==> src/rtl/offchip_load_sequencer.sv <==
// Off-chip load sequencer: streams one pixel word and W2_DEPTH weight words into
// the input and weight-2 SRAMs, then runs the layer controller for RUN_CYCLES cycles.
module offchip_load_sequencer #(
    parameter int PIX_W      = 90,
    parameter int W2_W       = 16,
    parameter int W2_DEPTH   = 16,
    parameter int W2_AW      = 4,
    parameter int RUN_CYCLES = 64
) (
    input  logic             clk,
    input  logic             reset,
    input  logic             start,
    input  logic             abort,
    input  logic             pix_valid,
    output logic             pix_ready,
    input  logic [PIX_W-1:0] pix_data,
    input  logic             w2_valid,
    output logic             w2_ready,
    input  logic [W2_W-1:0]  w2_data,
    output logic             input_sram_we,
    output logic [PIX_W-1:0] input_sram_data,
    output logic             w2_sram_we,
    output logic [W2_AW-1:0] w2_sram_addr,
    output logic [W2_W-1:0]  w2_sram_data,
    output logic             core_reset,
    output logic             busy,
    output logic             done
);

    localparam int                RUN_CW   = (RUN_CYCLES > 1) ? $clog2(RUN_CYCLES) : 1;
    localparam logic [W2_AW-1:0]  W2_LAST  = W2_AW'(W2_DEPTH - 1);
    localparam logic [RUN_CW-1:0] RUN_LAST = RUN_CW'(RUN_CYCLES - 1);

    typedef enum logic [2:0] {
        ST_IDLE     = 3'd0,
        ST_LOAD_PIX = 3'd1,
        ST_LOAD_W2  = 3'd2,
        ST_RUN      = 3'd3,
        ST_DONE     = 3'd4
    } state_t;

    state_t             state_r;
    logic               pix_ready_r;
    logic               w2_ready_r;
    logic               input_sram_we_r;
    logic [PIX_W-1:0]   input_sram_data_r;
    logic               w2_sram_we_r;
    logic [W2_AW-1:0]   w2_sram_addr_r;
    logic [W2_W-1:0]    w2_sram_data_r;
    logic               core_reset_r;
    logic               busy_r;
    logic               done_r;
    logic [W2_AW-1:0]   w_cnt_r;
    logic [RUN_CW-1:0]  run_cnt_r;
    logic               pix_hs_s;
    logic               w2_hs_s;

    // Handshakes qualify valid with the registered ready, so ready never depends on valid.
    always_comb begin
        pix_hs_s = pix_valid & pix_ready_r;
        w2_hs_s  = w2_valid & w2_ready_r;
    end

    // Sequencer state, counters and all registered outputs.
    always_ff @(posedge clk) begin
        if (reset) begin
            state_r           <= ST_IDLE;
            pix_ready_r       <= 1'b0;
            w2_ready_r        <= 1'b0;
            input_sram_we_r   <= 1'b0;
            input_sram_data_r <= {PIX_W{1'b0}};
            w2_sram_we_r      <= 1'b0;
            w2_sram_addr_r    <= {W2_AW{1'b0}};
            w2_sram_data_r    <= {W2_W{1'b0}};
            core_reset_r      <= 1'b1;
            busy_r            <= 1'b0;
            done_r            <= 1'b0;
            w_cnt_r           <= {W2_AW{1'b0}};
            run_cnt_r         <= {RUN_CW{1'b0}};
        end else begin
            // Write pulses last one cycle; data and address hold between pulses.
            input_sram_we_r <= 1'b0;
            w2_sram_we_r    <= 1'b0;
            if (pix_hs_s) begin
                input_sram_we_r   <= 1'b1;
                input_sram_data_r <= pix_data;
            end
            if (w2_hs_s) begin
                w2_sram_we_r   <= 1'b1;
                w2_sram_addr_r <= w_cnt_r;
                w2_sram_data_r <= w2_data;
                w_cnt_r        <= w_cnt_r + W2_AW'(1);
            end

            // A handshake accepted in the abort cycle still writes; only control is cut.
            if (abort) begin
                state_r      <= ST_IDLE;
                pix_ready_r  <= 1'b0;
                w2_ready_r   <= 1'b0;
                core_reset_r <= 1'b1;
                busy_r       <= 1'b0;
                done_r       <= 1'b0;
            end else begin
                case (state_r)
                    ST_IDLE, ST_DONE: begin
                        if (start) begin
                            state_r     <= ST_LOAD_PIX;
                            pix_ready_r <= 1'b1;
                            busy_r      <= 1'b1;
                            done_r      <= 1'b0;
                        end
                    end
                    ST_LOAD_PIX: begin
                        if (pix_hs_s) begin
                            state_r     <= ST_LOAD_W2;
                            pix_ready_r <= 1'b0;
                            w2_ready_r  <= 1'b1;
                            w_cnt_r     <= {W2_AW{1'b0}};
                        end
                    end
                    ST_LOAD_W2: begin
                        if (w2_hs_s && (w_cnt_r == W2_LAST)) begin
                            state_r    <= ST_RUN;
                            w2_ready_r <= 1'b0;
                        end
                    end
                    ST_RUN: begin
                        // First RUN cycle still holds the controller in reset; it is released next.
                        if (core_reset_r) begin
                            core_reset_r <= 1'b0;
                            run_cnt_r    <= {RUN_CW{1'b0}};
                        end else if (run_cnt_r == RUN_LAST) begin
                            state_r      <= ST_DONE;
                            core_reset_r <= 1'b1;
                            busy_r       <= 1'b0;
                            done_r       <= 1'b1;
                        end else begin
                            run_cnt_r <= run_cnt_r + RUN_CW'(1);
                        end
                    end
                    default: begin
                        state_r      <= ST_IDLE;
                        pix_ready_r  <= 1'b0;
                        w2_ready_r   <= 1'b0;
                        core_reset_r <= 1'b1;
                        busy_r       <= 1'b0;
                        done_r       <= 1'b0;
                    end
                endcase
            end
        end
    end

    assign pix_ready       = pix_ready_r;
    assign w2_ready        = w2_ready_r;
    assign input_sram_we   = input_sram_we_r;
    assign input_sram_data = input_sram_data_r;
    assign w2_sram_we      = w2_sram_we_r;
    assign w2_sram_addr    = w2_sram_addr_r;
    assign w2_sram_data    = w2_sram_data_r;
    assign core_reset      = core_reset_r;
    assign busy            = busy_r;
    assign done            = done_r;

endmodule

==> config.mk <==
export PLATFORM = sky130hd
export DESIGN_NAME = offchip_load_sequencer
export DESIGN_NICKNAME = d
export VERILOG_FILES = /design/src/rtl/offchip_load_sequencer.sv
export SDC_FILE = /design/constraint.sdc
export NUM_CORES = 1
export LEC_CHECK = 0
export CAP_MARGIN = 5
export CORE_MARGIN = 10
export CORE_UTILIZATION = 44
export DETAILED_ROUTE_END_ITERATION = 7
export PLACE_DENSITY = 0.9
export SLEW_MARGIN = 5
export SYNTH_ARGS = -nofsm -noshare
export SYNTH_HDL_FRONTEND = slang
export SYNTH_SLANG_ARGS = --single-unit
==> constraint.sdc <==
create_clock -name clk -period 4.3 [get_ports clk]
set_input_delay 1.075 -clock clk [delete_from_list [all_inputs] [get_ports clk]]
set_output_delay 1.075 -clock clk [all_outputs]
set_load 0.03 [all_outputs]
==> out/summary.txt <==
fin crit period -> 2730 ps
Max Slew Vio Count -> 0
CTS Buf Count -> 17
initial core utilization -> 45.5%
DR vias/cell -> 5.04
Die Y -> 124 um
largest net degree at the start of global routing -> 78
Max Root-Sink Buffers -> 2
die area -> 15300 um2
post-cts hold buffer count -> 0
WL met2 -> 8100 um
M1 wire length -> 6060 um
Syn. warnings -> 0
CTS root buf -> clkbuf_8
Core Area -> 10400 um2
total grt overflow -> 0
crit path DAT -> 1650 ps
vias post-DR -> 4796
TNS Setup -> 0 ps
post-synth top area share -> 54.9%
overall global routing resource usage -> 20.3%
most common cell in the netlist -> nand2_1
first-pass GRT wire length -> 24500 um
critical-path maximum fanout -> 6
gate family responsible for the most delay along the worst path -> buffers and inverters
crit path cell chain -> clkdlybuf4s50_1
unrepaired setup endpoints after global routing -> no
Worst-Margin Slew -> 823 ps
final setup fails -> 0
WL/cell -> 17.0 um
Max Cap Viol -> 0
Unique masters post-synth -> 41
final WL -> 16100 um
CTS H-Tree Depth -> 4
CP peak stage delay -> 730 ps
DRT iter0 DRCs -> 366
Boundary Pins -> 229
clock-pin transition on the worst setup and hold timing paths -> 60 ps
Top FF cell, synth -> dfxtp_1
placed cell count -> 921
Bufs and invs on worst path -> 1
Post-layout nets -> 918
crit path launch type -> register
DR top layer -> met4
fmax -> 367 MHz
Design Area, Final -> 7630 um2
Final period util -> 63.4%
Layout fillers -> 753
Die W -> 124 um
antenna-violating nets left -> 0
Peak VDD IR -> 0.200 mV
register bit count reported by yosys -> 130
relative slew slack -> 45.2%
Hold Crit Class -> reg2reg
Area Overhead vs Synth -> 60.9%
end-of-flow core utilization -> 73.2%
Sink Count -> 130
Final Skew -> 5.66 ps
highest-delay cell along the critical path -> clkdlybuf4s50_1
Avg Synthesized Cell Area -> 7.97 um2
layout cells sized above 1 -> 5.40%
asr flop ratio synth -> 0%
postcts setup bufs -> 0
Worst Setup End Kind -> primary output
Final GP Congestion -> 0.826
Area contributors post-synth -> dfxtp_1, nand2_1, a21oi_1, buf_2, clkbuf_1
status -> finished clean
placed cell areas -> 7050 um2
Post-synth top cells -> nand2_1, dfxtp_1, a21oi_1, clkbuf_1, nor2_1
initial antenna violation count -> 0
vias in the first global route -> 4710
worst skew pair latency -> 510 ps
row count -> 37
diode count -> 0
Final Hold Vio Count -> 0
leakage power -> 2.65 nW
port bufs -> 228
DP Wirelength -> 11700 um
WS Path Type -> reg2out
post-synthesis net count -> 709
Power Density -> 379 nW/um2
Cells after Synth -> 595
Met3 Routed Length -> 1560 um
Post-synth EDFFs -> 0
Cell Count, Final, Fillers Out -> 951
Yosys top cell by area -> dfxtp_1
post_cts resized -> 0
Req. time, crit path -> 3220 ps
Remaining DRCs -> 0
Post-Syn Area -> 4740 um2
1st-pass router iterations -> 7
sequential area share after synthesis -> 54.9%
TritonCTS clock tree -> yes
==> final timing paths <==
kind / start / slack [ps] / depth (start not counted) / to
max reg2reg: w2_ready / 2510 / 4 / done
min reg2reg: input_sram_data[45] / 450 / 2 / input_sram_data[45]
min: input_sram_data[45] / 450 / 2 / input_sram_data[45]
max: core_reset / 1570 / 1 / core_reset
==> power by group <==
group | internal [mW] | switching, mW
Sequential | 1.23 | 0.0125
Combinational | 0.141 | 0.124
Clock | 0.877 | 0.508
Total | 2.25 | 0.645
==> worst register-to-register path: stages (launching register included) <==
cell and delay (ps):
dfxtp_1 340, nand2_1 600, nor2_1 160, or4_4 520
o221ai_2 70
==> metal layers <==
layer | GRT usage, % | vias to the layer above
li1 | - | 2357
met4 | 8.88 | 0
met1 | 22.0 | 2203
met2 | 34.4 | 207
met3 | 8.10 | 29
met5 | 0 | -
==> cell usage in the layout (no fill, tap or decap), types with 4 or more instances in the layout <==
cell type and n:
o211ai_1 5, a21oi_1 117, nand2_1 230, clkdlybuf4s50_1 227, dfxtp_1 130, clkbuf_16 16, inv_1 4, nor2_1 18
clkbuf_8 5, buf_4 4, xor2_1 7
==> sequential cells by signal, summed over array words and instances (netlist names) <==
| name | count |
|---|---|
| busy | 1 |
| core_reset | 1 |
| done | 1 |
| input_sram_data | 90 |
| input_sram_we | 1 |
| pix_ready | 1 |
| run_cnt_r | 6 |
| state_r | 3 |
| w2_ready | 1 |
| w2_sram_addr | 4 |
| w2_sram_data | 16 |
| w2_sram_we | 1 |
| w_cnt_r | 4 |
==> final cells by class <==
| class | instances | area (um2) | area share (%) |
|---|---|---|---|
| clock buffers | 21 | 469 | 6.15 |
| clock inverters | 9 | 106 | 1.39 |
| inverters | 4 | 15.0 | 0.197 |
| multi-input cells | 419 | 1940 | 25.5 |
| flip-flops and latches | 130 | 2600 | 34.1 |
| well taps | 136 | 170 | 2.23 |
| repair buffers | 232 | 2320 | 30.4 |
==> through the flow <==
step / hold slack (ps) / total power [mW] / setup slack (ps)
detailed placement: 446 / 1.53 / 1370
finish: 453 / 2.89 / 1570
global placement: 440 / 1.52 / 1430
floorplan: 457 / 1.37 / 2300
global route: 471 / 2.99 / 1510
CTS: 454 / 2.92 / 1530
==> kinds of logic (layout without fill, tap and decap cells) <==
kind of cell	after synthesis	count (layout)	synth area share [%]
AOI/OAI and AO/OA	136	136	15.3
xor gates and xnor gates	8	8	1.48
adders and majority gates	2	2	0.528
buffers and inverters	46	266	4.20
DFF	130	130	54.9
muxes	3	3	0.660
and+or+nand+nor	270	270	22.9
(Power assumes the default switching activity.)
